$ cat src/rtl/can_tx_sched_if.sv
// Register port between the transmit scheduler (master) and the CAN core (slave).
// can_q is combinational from the core and valid in the same cycle as can_cs.
interface can_tx_sched_if;
    logic        can_cs;
    logic [1:0]  can_rs;
    logic [3:0]  can_bytesel;
    logic [31:0] can_d;
    logic [31:0] can_q;

    modport master (output can_cs, can_rs, can_bytesel, can_d, input  can_q);
    modport slave  (input  can_cs, can_rs, can_bytesel, can_d, output can_q);
endinterface

$ cat src/rtl/can_tx_sched.sv
// Four-mailbox CAN transmit scheduler with retry, abort and sticky done/err flags.
// Define CAN_SCHED_PRIO_EN to pick the next mailbox by CAN identifier priority instead of index.
module can_tx_sched #(
    parameter int MAX_RETRY = 3
) (
    input  logic                  clk,
    input  logic                  rst,
    input  logic                  mb_wr,
    input  logic [1:0]            mb_sel,
    input  logic [1:0]            mb_field,
    input  logic [31:0]           mb_wdata,
    input  logic [3:0]            mb_send,
    input  logic [3:0]            mb_abort,
    input  logic [3:0]            mb_ack,
    output logic [3:0]            mb_pending,
    output logic [3:0]            mb_done,
    output logic [3:0]            mb_err,
    output logic                  irq,
    can_tx_sched_if.master        can
);
    typedef enum logic [2:0] {IDLE, BUSYCHK, SCAN, WR_ID, WR_D0, WR_D1, WR_DLC, WAIT} state_t;

    localparam logic [3:0] MAX_RETRY_C = 4'(MAX_RETRY);
    localparam int RTS_BIT  = 8;
    localparam int LOST_BIT = 9;
    localparam int BERR_BIT = 10;
    localparam int ACK_BIT  = 11;

    state_t            state_q, state_d;
    logic [1:0]        scan_idx_q, scan_idx_d;
    logic [1:0]        win_q, win_d;
    logic              win_vld_q, win_vld_d;
    logic              abort_q, abort_d;
    logic [3:0]        pending_q, pending_d;
    logic [3:0]        done_q, done_d;
    logic [3:0]        err_q, err_d;
    logic [3:0][3:0]   retry_q, retry_d;
    logic [3:0][31:0]  id_q, id_d, data0_q, data0_d, data1_q, data1_d;
    logic [3:0][3:0]   dlc_q, dlc_d;

    logic [3:0]        pend_live;
    logic              take_cand, win_live, active, fin, tx_ok;

    assign pend_live = pending_q & ~mb_abort;
    assign win_live  = win_vld_q && pend_live[win_q];
    assign active    = state_q inside {WR_ID, WR_D0, WR_D1, WR_DLC, WAIT};
    assign fin       = (state_q == WAIT) && !can.can_q[RTS_BIT];
    assign tx_ok     = can.can_q[ACK_BIT] && !can.can_q[LOST_BIT] && !can.can_q[BERR_BIT];

`ifdef CAN_SCHED_PRIO_EN
    logic [29:0] win_key_q, win_key_d, cand_key;
    // Standard IDs sort ahead of extended IDs sharing the same 11-bit base.
    assign cand_key  = id_q[scan_idx_q][31] ? {id_q[scan_idx_q][28:18], 1'b1, id_q[scan_idx_q][17:0]}
                                            : {id_q[scan_idx_q][10:0], 1'b0, 18'h0};
    assign take_cand = pend_live[scan_idx_q] && (!win_vld_q || (cand_key < win_key_q));
`else
    assign take_cand = pend_live[scan_idx_q] && !win_vld_q;
`endif

    assign mb_pending = pending_q;
    assign mb_done    = done_q;
    assign mb_err     = err_q;
    assign irq        = |(done_q | err_q);

    always_comb begin
        id_d    = id_q;
        dlc_d   = dlc_q;
        data0_d = data0_q;
        data1_d = data1_q;
        if (mb_wr && !pending_q[mb_sel]) begin
            case (mb_field)
                2'd0:    id_d[mb_sel]    = mb_wdata;
                2'd1:    dlc_d[mb_sel]   = mb_wdata[3:0];
                2'd2:    data0_d[mb_sel] = mb_wdata;
                default: data1_d[mb_sel] = mb_wdata;
            endcase
        end
    end

    always_comb begin
        state_d         = state_q;
        scan_idx_d      = scan_idx_q;
        win_d           = win_q;
        win_vld_d       = win_vld_q;
`ifdef CAN_SCHED_PRIO_EN
        win_key_d       = win_key_q;
`endif
        can.can_cs      = 1'b0;
        can.can_rs      = 2'd0;
        can.can_bytesel = 4'b0000;
        can.can_d       = 32'h0;
        case (state_q)
            IDLE: begin
                win_vld_d = 1'b0;
                if (|pending_q) state_d = BUSYCHK;
            end
            BUSYCHK: begin
                can.can_cs = 1'b1;
                can.can_rs = 2'd1;
                if (!can.can_q[RTS_BIT]) begin
                    state_d    = SCAN;
                    scan_idx_d = 2'd0;
                    win_vld_d  = 1'b0;
                end
            end
            SCAN: begin
                scan_idx_d = scan_idx_q + 2'd1;
                if (take_cand) begin
                    win_d     = scan_idx_q;
                    win_vld_d = 1'b1;
`ifdef CAN_SCHED_PRIO_EN
                    win_key_d = cand_key;
`endif
                end
                if (scan_idx_q == 2'd3) state_d = (take_cand || win_live) ? WR_ID : IDLE;
            end
            WR_ID: begin
                can.can_cs      = 1'b1;
                can.can_bytesel = 4'b1111;
                can.can_d       = id_q[win_q];
                state_d         = WR_D0;
            end
            WR_D0: begin
                can.can_cs      = 1'b1;
                can.can_rs      = 2'd2;
                can.can_bytesel = 4'b1111;
                can.can_d       = data0_q[win_q];
                state_d         = WR_D1;
            end
            WR_D1: begin
                can.can_cs      = 1'b1;
                can.can_rs      = 2'd3;
                can.can_bytesel = 4'b1111;
                can.can_d       = data1_q[win_q];
                state_d         = WR_DLC;
            end
            WR_DLC: begin
                // Only the low two byte lanes are written so baud and irq-enable bits survive.
                can.can_cs      = 1'b1;
                can.can_rs      = 2'd1;
                can.can_bytesel = 4'b0011;
                can.can_d       = {23'b0, 1'b1, 4'b0, dlc_q[win_q]};
                state_d         = WAIT;
            end
            WAIT: begin
                can.can_cs = 1'b1;
                can.can_rs = 2'd1;
                if (!can.can_q[RTS_BIT]) state_d = IDLE;
            end
            default: state_d = IDLE;
        endcase
    end

    always_comb begin
        pending_d = pending_q;
        done_d    = done_q;
        err_d     = err_q;
        retry_d   = retry_q;
        abort_d   = abort_q;
        for (int i = 0; i < 4; i++) begin
            if (mb_ack[i]) begin
                done_d[i] = 1'b0;
                err_d[i]  = 1'b0;
            end
            if (mb_send[i] && !mb_abort[i]) begin
                pending_d[i] = 1'b1;
                done_d[i]    = 1'b0;
                err_d[i]     = 1'b0;
                retry_d[i]   = 4'd0;
            end
            if (mb_abort[i]) begin
                if (active && (win_q == 2'(i))) abort_d = 1'b1;
                else                            pending_d[i] = 1'b0;
            end
        end
        // An aborted in-flight frame still runs to completion, then retires silently.
        if (fin) begin
            abort_d = 1'b0;
            if (abort_q || mb_abort[win_q]) begin
                pending_d[win_q] = 1'b0;
                done_d[win_q]    = 1'b0;
                err_d[win_q]     = 1'b0;
            end else if (tx_ok) begin
                pending_d[win_q] = 1'b0;
                done_d[win_q]    = 1'b1;
            end else if (retry_q[win_q] < MAX_RETRY_C) begin
                retry_d[win_q]   = retry_q[win_q] + 4'd1;
            end else begin
                pending_d[win_q] = 1'b0;
                err_d[win_q]     = 1'b1;
            end
        end
    end

    always_ff @(posedge clk) begin
        id_q    <= id_d;
        dlc_q   <= dlc_d;
        data0_q <= data0_d;
        data1_q <= data1_d;
    end

    always_ff @(posedge clk) begin
        if (rst) begin
            state_q    <= IDLE;
            scan_idx_q <= 2'd0;
            win_q      <= 2'd0;
            win_vld_q  <= 1'b0;
            abort_q    <= 1'b0;
            pending_q  <= 4'b0;
            done_q     <= 4'b0;
            err_q      <= 4'b0;
            retry_q    <= '0;
`ifdef CAN_SCHED_PRIO_EN
            win_key_q  <= '0;
`endif
        end else begin
            state_q    <= state_d;
            scan_idx_q <= scan_idx_d;
            win_q      <= win_d;
            win_vld_q  <= win_vld_d;
            abort_q    <= abort_d;
            pending_q  <= pending_d;
            done_q     <= done_d;
            err_q      <= err_d;
            retry_q    <= retry_d;
`ifdef CAN_SCHED_PRIO_EN
            win_key_q  <= win_key_d;
`endif
        end
    end
endmodule

$ cat src/flat_wrapper.sv
// flat-port wrapper written by rule: the top's interface ports become plain ports
module can_tx_sched_flat 
#(
    parameter int MAX_RETRY = 3
)
  (clk, rst, mb_wr, mb_sel, mb_field, mb_wdata, mb_send, mb_abort, mb_ack, mb_pending, mb_done, mb_err, irq, can_can_cs, can_can_rs, can_can_bytesel, can_can_d, can_can_q);
  can_tx_sched_if can_i ();
  input  logic clk;
  input  logic rst;
  input  logic mb_wr;
  input  logic [1:0] mb_sel;
  input  logic [1:0] mb_field;
  input  logic [31:0] mb_wdata;
  input  logic [3:0] mb_send;
  input  logic [3:0] mb_abort;
  input  logic [3:0] mb_ack;
  output logic [3:0] mb_pending;
  output logic [3:0] mb_done;
  output logic [3:0] mb_err;
  output logic irq;
  output wire logic [$bits(can_i.can_cs)-1:0] can_can_cs;
  output wire logic [$bits(can_i.can_rs)-1:0] can_can_rs;
  output wire logic [$bits(can_i.can_bytesel)-1:0] can_can_bytesel;
  output wire logic [$bits(can_i.can_d)-1:0] can_can_d;
  input wire logic [$bits(can_i.can_q)-1:0] can_can_q;
  assign can_can_cs = can_i.can_cs;
  assign can_can_rs = can_i.can_rs;
  assign can_can_bytesel = can_i.can_bytesel;
  assign can_can_d = can_i.can_d;
  assign can_i.can_q = can_can_q;
  can_tx_sched #(.MAX_RETRY(MAX_RETRY)) u_core (.clk(clk), .rst(rst), .mb_wr(mb_wr), .mb_sel(mb_sel), .mb_field(mb_field), .mb_wdata(mb_wdata), .mb_send(mb_send), .mb_abort(mb_abort), .mb_ack(mb_ack), .mb_pending(mb_pending), .mb_done(mb_done), .mb_err(mb_err), .irq(irq), .can(can_i));
endmodule
$ cat config.mk
export PLATFORM = sky130hd
export DESIGN_NAME = can_tx_sched_flat
export DESIGN_NICKNAME = d
export VERILOG_FILES = /design/src/rtl/can_tx_sched_if.sv /design/src/rtl/can_tx_sched.sv /design/src/flat_wrapper.sv
export SDC_FILE = /design/constraint.sdc
export NUM_CORES = 1
export LEC_CHECK = 0
export CORE_UTILIZATION = 35
export DETAILED_ROUTE_END_ITERATION = 8
export GPL_TIMING_DRIVEN = 1
export MAX_ROUTING_LAYER = met4
export PLACE_DENSITY = 0.52
export SLEW_MARGIN = 20
export SYNTH_ARGS = -nofsm -noshare
export SYNTH_HDL_FRONTEND = slang
export SYNTH_SLANG_ARGS = --single-unit
$ cat constraint.sdc
create_clock -name clk -period 4.8 [get_ports clk]
set_input_delay 0.48 -clock clk [delete_from_list [all_inputs] [get_ports clk]]
set_output_delay 0.48 -clock clk [all_outputs]
set_load 0.005 [all_outputs]
==> results of run 1 <==
[cells by family after synthesis]
family                   after synthesis  share of synthesized area [%]
flip-flops                           437                           73.5
AND/OR/NAND/NOR                      171                           4.90
multiplexers                         148                           16.2
AO/OA/AOI/OAI                         93                           3.62
buffers and inverters                 56                           1.67
adder cells (fa/ha/maj)                2                          0.144
[worst min-delay path by stage]
stage | startpoint | to | slack [ns] | cells past startpoint
floorplan | u_core.retry_q[12]$_SDFF_PP0_ | u_core.retry_q[12]$_SDFF_PP0_ | 0.43 | 2
global placement | u_core.retry_q[9]$_SDFF_PP0_ | u_core.retry_q[9]$_SDFF_PP0_ | 0.45 | 2
detailed placement | u_core.retry_q[12]$_SDFF_PP0_ | u_core.retry_q[12]$_SDFF_PP0_ | 0.45 | 2
CTS | u_core.retry_q[12]$_SDFF_PP0_ | u_core.retry_q[12]$_SDFF_PP0_ | 0.46 | 2
global route | u_core.retry_q[13]$_SDFF_PP0_ | u_core.retry_q[13]$_SDFF_PP0_ | 0.49 | 2
finish | u_core.retry_q[13]$_SDFF_PP0_ | u_core.retry_q[13]$_SDFF_PP0_ | 0.46 | 2
[cells in the final DEF, fill, tap and decap left out, drive strengths merged, types with 5 or more instances in the layout]
master and count:
nand2b 12, buf 25, and2 8, nor2b 13, clkdlybuf4s50 106, a211oi 7, nor3 10, inv 12
dfxtp 37, mux2i 41, nor4 5, o21ai 40, o2111ai 6, clkbuf 54, or2 6, a21oi 10
bufinv 5, mux4 106, o21a 6, clkinv 17, nor2 40, nand2 56, edfxtp 400
[registers in the layout, indices dropped and copies added, names as in the netlist]
register / count
u_core.mb_pending: 4
u_core.abort_q: 1
u_core.mb_done: 4
u_core.mb_err: 4
u_core.scan_idx_q: 2
u_core.id_q: 128
u_core.retry_q: 16
u_core.data0_q: 128
u_core.data1_q: 128
u_core.win_q: 2
u_core.dlc_q: 16
u_core.state_q: 3
u_core.win_vld_q: 1
[metrics by stage]
step | instances | setup WS, ns | hold slack, ns | utilization (%) | total power (W)
6_report | 1737 | 1.04 | 0.460 | 42.6 | 0.00803
5_1_grt | 1737 | 0.794 | 0.485 | 42.6 | 0.00828
4_1_cts | 1736 | 0.904 | 0.462 | 42.6 | 0.00813
3_5_place_dp | 1654 | 1.06 | 0.453 | 39.6 | 0.00456
3_3_place_gp | 1654 | 1.06 | 0.447 | 39.6 | 0.00455
2_1_floorplan | 907 | 0.741 | 0.432 | - | 0.00440
[where the power goes]
part	switching [W]	internal, W
combinational	0.000163	0.000101
clock	0.00149	0.00207
sequential	0.0000106	0.00420
total	0.00166	0.00637
[area by class of cell]
type | count | area [µm²] | area share [%]
multi-input cells | 414 | 4410 | 21.1
repair buffers | 131 | 1340 | 6.40
flip-flops and latches | 437 | 12800 | 61.2
diodes | 1 | 2.50 | 0.0120
well taps | 664 | 831 | 3.98
inverters | 8 | 30.0 | 0.144
clock inverters | 28 | 298 | 1.43
clock buffers | 54 | 1200 | 5.76
[worst register-to-register path: cells and delay by family, from the launching register on]
family	cells	cell delay, ns
multiplexers	2	0.64
AO/OA/AOI/OAI	2	0.77
flip-flops	1	0.75
AND/OR/NAND/NOR	1	0.12
adder cells (fa/ha/maj)	1	0.25
buffers and inverters	1	0.31
[per-layer routing]
metal	vias up	global-route usage, %
li1	3960	-
met1	4625	21.6
met2	191	25.2
met3	60	3.25
met4	0	3.80
met5	-	-
==> results.cfg, run 1 <==
[detailed_routing]
drt_iter0_drc = 567
routed_wl_um = 38700
drc = 0
wl_met1_um = 17800
firstDrtPassIters = 4
drtAntennaViolNets = 0
routedWlPerCell_um = 22.3
wl_met2_um = 18400
top_layer = met4
wl_met3_um = 1740
vias = 8836
via_per_inst = 5.09

[clock_tree]
cts_max_level = 2
root_buffer = clkbuf_16
cts.clk_slew.worst_paths_ns = 0.06
cts_resized = 0
clock-sinks = 437
postCtsSetupBuffers = 0
cts_tree = built
numCtsBuffers = 47
cts_hold_buf = 0
cts_buffer_depth = 3
clk_latency_ns = 0.58

[global_route]
overflow = 0
grt_max_degree = 47
antenna_found_initial = 1
grt_first_pass_wirelength_um = 58100
grt_pass1_vias = 9189
grt_use_total_pct = 16.1

[sta]
worst_pin_slew_ns = 0.883
report.final.slew_viol_count = 0
min_period_ns = 3.76
finalCritPeriodShare_pct = 78.3
rsz0062_at_grt = false
finalSetupViolCount = 0
fin_tns_setup_ns = 0
hold_viol_final = 0
max_freq_mhz = 266
max_slew_margin_pct = 41.2
clock_skew_ns = 0.0147

[final_layout]
area.growth.synth_to_final_pct = 20.2
fin_area_um2 = 20900
nFillCells = 4317
drive_gt1_share_pct = 21.1
nets = 1124

[place]
port_buffers = 106
hpwlAfterDp_um = 21700
placed_cell_area_um2 = 19400
gp_congestion = 0.762

[logic_synthesis]
synth_cell_type_count = 53
synth-seq-area-share_pct = 73.5
netlist_instances = 907
synth.avg_cell_area_um2 = 19.1
synth_top_area_share_pct = 69.2
yosys.cell_count.top_type = edfxtp_1
synthesis.area_um2 = 17400
synth_common_cells = 400 x edfxtp_1, 106 x mux4_2, 56 x nand2_1
ys_seq_elements = 437
synth_fp_nets = 992
synth.area.top_cells = edfxtp_1 69%, mux4_2 14%, dfxtp_1 4.3%, mux2i_1 2.4%, nand2_1 1.2%
synth_top_area_cell = edfxtp_1
yosys_most_used_dff = edfxtp_1
yosysWarnings = 0
synthArstFlopShare_pct = 0
synth_edf_count = 400

[critical_path]
cp.arrival_ns = 3.28
worstSetupPathType = flop to output port
path_max_fanout = 35
path_delay_family = buffers and inverters
rr_endpoint = u_core.retry_q[12]$_SDFF_PP0_
reg2reg_setup_slack_ns = 1.90
cp-startpoint = u_core.win_q[0]$_SDFFE_PP0P_
critPathCapture = can_can_d[8]
critPathBufInv = 2
crit_path_max_incr_delay_ns = 0.78
worst-r2r-cell-count = 7
worstPathCellList = buf_4 > mux4_2 > nand2_1 > a2bb2oi_1 > mux2i_1 > clkdlybuf4s50_1
start_kind = flop
crit_path_end_kind = output port
slowest_stage = dfxtp_4
required_ns = 4.32
worstReg2RegStart = u_core.win_q[1]$_SDFFE_PP0P_
path_depth = 6

[floorplanning]
die_y_um = 225
start_util_pct = 35.5
fp.dieArea_um2 = 50500
die_w_um = 225
row_count = 81
ios = 135
core_um2 = 49000

[power]
power_density_nw_per_um2 = 385
p_leak_nw = 6.37
vdd_drop_max_uv = 231

[job]
cap_violations = 0

[outcome]
status = complete, no violations

[hold_path]
worst_hold_path_type = flop to flop
(Power assumes the default switching activity.)
==> run 2: changes to the inputs <==
- clock period: 4.8 -> 3.7 ns (I/O delays scaled with it)
==> run 2 against run 1 <==
Compared with the run above: sequential share of layout area decreased by 1.5 points; final cell count increased by 1.7%; clock power grew 48%; first-iteration DRC count did not move; via count is 0.81% higher; combinational power increased by 32%; worst setup slack got worse by 0.69 ns; sequential power is 30% higher; non-clock buffer count up 20; flip-flop and latch count unchanged; clock-buffer cell count rose by 3; critical path type unchanged; largest power group unchanged.
==> results.cfg, run 2 (synthesized netlist as in run 1, its figures left out) <==
[global_route]
overflow = 0
busiest_layer = met2
grt_use_met2_pct = 25.1
grt_max_degree = 39
use_met3_pct = 3.29
grt_pass1_vias = 9304
grt_first_pass_wirelength_um = 58900
antenna_found_initial = 3
grtUsageMet1_pct = 22.3
grt_use_total_pct = 16.3

[hold_path]
hp-start = mb_ack[1]
worst_hold_path_type = primary input to flop
hold_depth = 4
min_to = u_core.mb_err[1]$_SDFF_PP0_

[clock_tree]
clock-sinks = 437
clk_latency_ns = 0.58
cts_max_level = 2
cts_buffer_depth = 3
cts_resized = 0
cts_tree = built
root_buffer = clkbuf_16
numCtsBuffers = 49
postCtsSetupBuffers = 1
cts.clk_slew.worst_paths_ns = 0.06
cts_hold_buf = 0

[critical_path]
worstSetupPathType = flop to output port
rr_endpoint = u_core.retry_q[13]$_SDFF_PP0_
required_ns = 3.33
cp.arrival_ns = 2.98
start_kind = flop
worstReg2RegStart = u_core.win_q[0]$_SDFFE_PP0P_
path_max_fanout = 19
reg2reg_setup_slack_ns = 0.85
worst-r2r-cell-count = 7
crit_path_end_kind = output port

[power]
vdd_drop_max_uv = 355
power_density_nw_per_um2 = 518
p_leak_nw = 6.63

[final_layout]
area.growth.synth_to_final_pct = 23.2
drive_gt1_share_pct = 23.7
largestRegisters = u_core.data0_q: 128 flops, u_core.data1_q: 128 flops, u_core.id_q: 128 flops
mostFrequentLayoutCells = 400 x edfxtp_1, 106 x mux4_2, 106 x clkdlybuf4s50_1, 56 x nand2_1, 51 x clkbuf_16
nets = 1146
layout_commonest_cell = edfxtp_1
final_cells = 1767

[floorplanning]
start_util_pct = 35.5
die_w_um = 225
ios = 135
die_y_um = 225
core_um2 = 49000
fp.dieArea_um2 = 50500
row_count = 81

[place]
placed_cells = 1673
gp_congestion = 0.815
hpwlAfterDp_um = 23200
port_buffers = 106

[sta]
finalCritPeriodShare_pct = 90.5
worst_pin_slew_ns = 0.797
finalSetupViolCount = 0
hold_viol_final = 0
clock_skew_ns = 0.0101
max_slew_margin_pct = 46.4
whs_ns = 0.461
min_period_ns = 3.35
max_freq_mhz = 299
report.final.slew_viol_count = 0
rsz0062_at_grt = false

[outcome]
status = complete, no violations

[detailed_routing]
routed_wl_um = 38800
via_per_inst = 5.04
drc = 0
drt_iter0_drc = 567
firstDrtPassIters = 5
routedWlPerCell_um = 22.0
vias = 8908
drtAntennaViolNets = 0

[job]
cap_violations = 0
-- run 2: changes by cell type in the layout (fill, tap and decap cells not counted) --
cell,previous run,this run
buf_4,18,31
clkbuf_16,47,51
clkinv_1,11,6
clkinv_4,1,4
diode_2,1,2
clkbuf_1,7,6
clkinv_2,5,8
inv_6,2,3
buf_12,7,14
bufinv_16,5,11
inv_16,2,0
-- run 2: per-stage QoR --
step | util (%) | setup WS [ns] | cell area (µm²) | power, W | TNS [ns]
2_1_floorplan | - | -0.249 | 17400 | 0.00570 | -15.91
5_1_grt | 43.7 | 0.0904 | 21400 | 0.0114 | 0
3_5_place_dp | 40.0 | 0.643 | 19600 | 0.00592 | 0
4_1_cts | 43.7 | 0.220 | 21400 | 0.0112 | 0
3_3_place_gp | 40.0 | 0.628 | 19600 | 0.00591 | 0
6_report | 43.7 | 0.353 | 21400 | 0.0111 | 0
-- run 2: worst max-delay path: stages, from the launching register on --
cell and delay, ns:
dfxtp_4 0.59, buf_4 0.44, mux4_2 0.57, mux2i_1 0.14
o21ai_0 0.16, clkdlybuf4s50_1 0.50
-- run 2: final cells by class --
class,instances,area [µm²]
Sequential cell,437,12800
Tap cell,664,831
Antenna cell,2,5.00
Multi-Input combinational cell,414,4410
Timing Repair Buffer,151,1570
Fill cell,4287,27600
Inverter,8,30.0
Clock inverter,34,469
Clock buffer,57,1300
-- run 2: power by group --
group	internal (W)	switching [W]
registers	0.00545	0.0000144
logic	0.000139	0.000210
clock network	0.00329	0.00197
-- run 2: worst max-delay path by stage --
stage	start	slack [ns]	endpoint	cells after the start
after floorplan	mb_sel[0]	-0.25	u_core.data0_q[0]$_DFFE_PP_	5
after detailed placement	u_core.win_q[0]$_SDFFE_PP0P_	0.64	can_can_d[19]	5
final	u_core.win_q[0]$_SDFFE_PP0P_	0.35	can_can_d[19]	5
after global placement	u_core.win_q[0]$_SDFFE_PP0P_	0.63	can_can_d[19]	5
after CTS	u_core.win_q[0]$_SDFFE_PP0P_	0.22	can_can_d[19]	5
after global routing	u_core.win_q[0]$_SDFFE_PP0P_	0.09	can_can_d[19]	5
-- run 2: routing by layer --
layer / routed length (µm) / share of wire [%]
met2: 18500 / 48
met4: 559 / 1.4
met1: 17700 / 45
met3: 2070 / 5.3
met5: 0 / 0
==> run 3: changes to the inputs <==
- ABC_AREA: unset -> 1
- CORE_MARGIN: unset -> 2
- PLACE_DENSITY: 0.52 -> 0.53
- clock period: 3.7 -> 3.6 ns (I/O delays scaled with it)
==> run 3 against run 2 <==
Compared with the run above: clock power decreased by 8.5%; non-clock buffer count decreased by 3; clock-buffer cell count fell by 3; via count grew 18%; critical path type unchanged; critical endpoint is now can_can_d[13].
==> results.cfg, run 3 <==
[critical_path]
path_max_fanout = 59
slowest_stage = dfxtp_1
start_kind = flop
required_ns = 3.24
crit_path_max_incr_delay_ns = 0.61
critPathBufInv = 3
worstPathCellList = nand2_1 > clkinv_2 > buf_12 > a22oi_1 > nand2_1 > nand2_1 > nand3_1 > clkdlybuf4s50_1
cp.arrival_ns = 3.03
worstSetupPathType = flop to output port
crit_path_end_kind = output port
crit_top_cell = nand2_1
path_delay_family = buffers and inverters

[power]
p_leak_nw = 6.99
vdd_drop_max_uv = 397
power_density_nw_per_um2 = 534

[final_layout]
largestRegisters = u_core.data0_q: 128 flops, u_core.data1_q: 128 flops, u_core.id_q: 128 flops
nets = 1475
fin_area_um2 = 20600
multi_input_area_um2 = 3780
drive_gt1_share_pct = 9.94
area.growth.synth_to_final_pct = 22.0
seqCellArea_um2 = 12800
mostFrequentLayoutCells = 400 x edfxtp_1, 300 x nand2_1, 170 x a22oi_1, 106 x clkdlybuf4s50_1, 63 x nand3_1
layout_commonest_cell = edfxtp_1
nFillCells = 4347

[sta]
hold_viol_final = 0
finalSetupViolCount = 0
max_freq_mhz = 295
clock_skew_ns = 0.0180
finalCritPeriodShare_pct = 94.3
min_period_ns = 3.39
rsz0062_at_grt = false
setup_slack_ns = 0.205
report.final.slew_viol_count = 0
max_slew_margin_pct = 51.5
worst_pin_slew_ns = 0.726
fin_tns_setup_ns = 0

[floorplanning]
core_um2 = 47700
fp.dieArea_um2 = 50100
row_count = 80
die_y_um = 224
ios = 135
start_util_pct = 35.4
die_w_um = 224

[clock_tree]
cts_resized = 0
root_buffer = clkbuf_16
clock-sinks = 437
cts_hold_buf = 0
postCtsSetupBuffers = 0
clk_latency_ns = 0.59
cts.clk_slew.worst_paths_ns = 0.06
cts_tree = built
cts_max_level = 2
numCtsBuffers = 47
cts_buffer_depth = 3

[logic_synthesis]
synth_cell_type_count = 32
synth_common_cells = 400 x edfxtp_1, 300 x nand2_1, 170 x a22oi_1
synth.area.top_cells = edfxtp_1 71%, a22oi_1 7.5%, nand2_1 6.7%, dfxtp_1 4.4%, nand3_1 1.9%
synth.avg_cell_area_um2 = 13.5
synth-seq-area-share_pct = 75.4
synthArstFlopShare_pct = 0
ys_seq_elements = 437
yosysWarnings = 0
synth_top_area_cell = edfxtp_1
yosys_most_used_dff = edfxtp_1
synthesis.area_um2 = 16900
synth_edf_count = 400
synth_fp_nets = 1340
synth_top_area_share_pct = 71.0
netlist_instances = 1255
yosys.cell_count.top_type = edfxtp_1

[place]
port_buffers = 106
pre_cts_ws_ns = 0.797
placed_cell_area_um2 = 19100
gp_congestion = 0.855
hpwlAfterDp_um = 23700

[detailed_routing]
routed_wl_um = 43400
drtAntennaViolNets = 0
drc = 0
drt_iter0_drc = 901
firstDrtPassIters = 5
via_per_inst = 5.12
routedWlPerCell_um = 21.2
vias = 10468

[hold_path]
worst_hold_path_type = flop to flop

[global_route]
antenna_found_initial = 2
grt_pass1_vias = 10374
grt_use_total_pct = 17.9
overflow = 0
grt_first_pass_wirelength_um = 65400
grt_max_degree = 60

[job]
cap_violations = 0

[outcome]
status = complete, no violations
-- run 3: cell types whose count changed after synthesis, moves of 40 or more --
cell / change
nand2_1: +244
a22oi_1: +166
mux4_2: -106
nand3_1: +60
mux2i_1: -41
inv_1: +40
-- run 3: cell type report --
| type | count | area share, % |
|---|---|---|
| Clock inverter | 33 | 1.67 |
| Multi-Input combinational cell | 703 | 18.3 |
| Clock buffer | 54 | 5.83 |
| Inverter | 53 | 0.977 |
| Timing Repair Buffer | 148 | 7.58 |
| Tap cell | 615 | 3.73 |
| Antenna cell | 3 | 0.0364 |
| Sequential cell | 437 | 61.8 |
-- run 3: routing by layer --
layer,track usage (%),vias to the layer above,share of wire (%)
met5,-,-,0
met4,4.30,0,2.0
met3,3.52,57,5.0
met2,28.4,285,48
met1,23.7,5188,46
li1,-,4938,-
-- run 3: worst paths after layout --
check	slack (ns)	startpoint	endpoint	cells past startpoint
worst max-delay path	0.21	u_core.win_q[1]$_SDFFE_PP0P_	can_can_d[13]	8
worst min-delay path	0.43	u_core.retry_q[15]$_SDFF_PP0_	u_core.retry_q[15]$_SDFF_PP0_	2
worst max register to register	0.96	u_core.win_q[0]$_SDFFE_PP0P_	u_core.retry_q[9]$_SDFF_PP0_	12
worst min register to register	0.43	u_core.retry_q[15]$_SDFF_PP0_	u_core.retry_q[15]$_SDFF_PP0_	2
-- run 3: cell families (layout without fill, tap and decap cells) --
group	Yosys count	in the layout	synth area share, %
flip-flops	437	437	75.4
adder cells (fa/ha/maj)	2	2	0.148
other	0	3	0
buffers and inverters	115	288	2.95
AND/OR/NAND/NOR	453	453	11.0
AO/OA/AOI/OAI	248	248	10.5
-- run 3: power by group --
group          internal [W]  switching (W)
Clock               0.00279        0.00204
Combinational      0.000221       0.000335
Sequential          0.00561      0.0000347
Total               0.00861        0.00241
-- run 3: stage by stage --
stage	hold WS (ns)	total power [W]	instances	util, %
global route	0.445	0.0113	2045	43.2
detailed placement	0.421	0.00631	1956	39.9
floorplan	0.408	0.00597	1255	-
CTS	0.419	0.0111	2043	43.2
global placement	0.418	0.00630	1956	39.9
finish	0.429	0.0110	2046	43.2
-- run 3: worst register-to-register path: stages (launching register included) --
cell,delay [ns]
dfxtp_1,0.54
inv_2,0.19
nand2_2,0.17
clkinv_2,0.14
a22oi_1,0.15
nand2_1,0.07
ha_1,0.19
nand3b_1,0.17
nor2_2,0.42
nand3_1,0.26
nand2_1,0.11
nand2_1,0.06
nor2_1,0.11
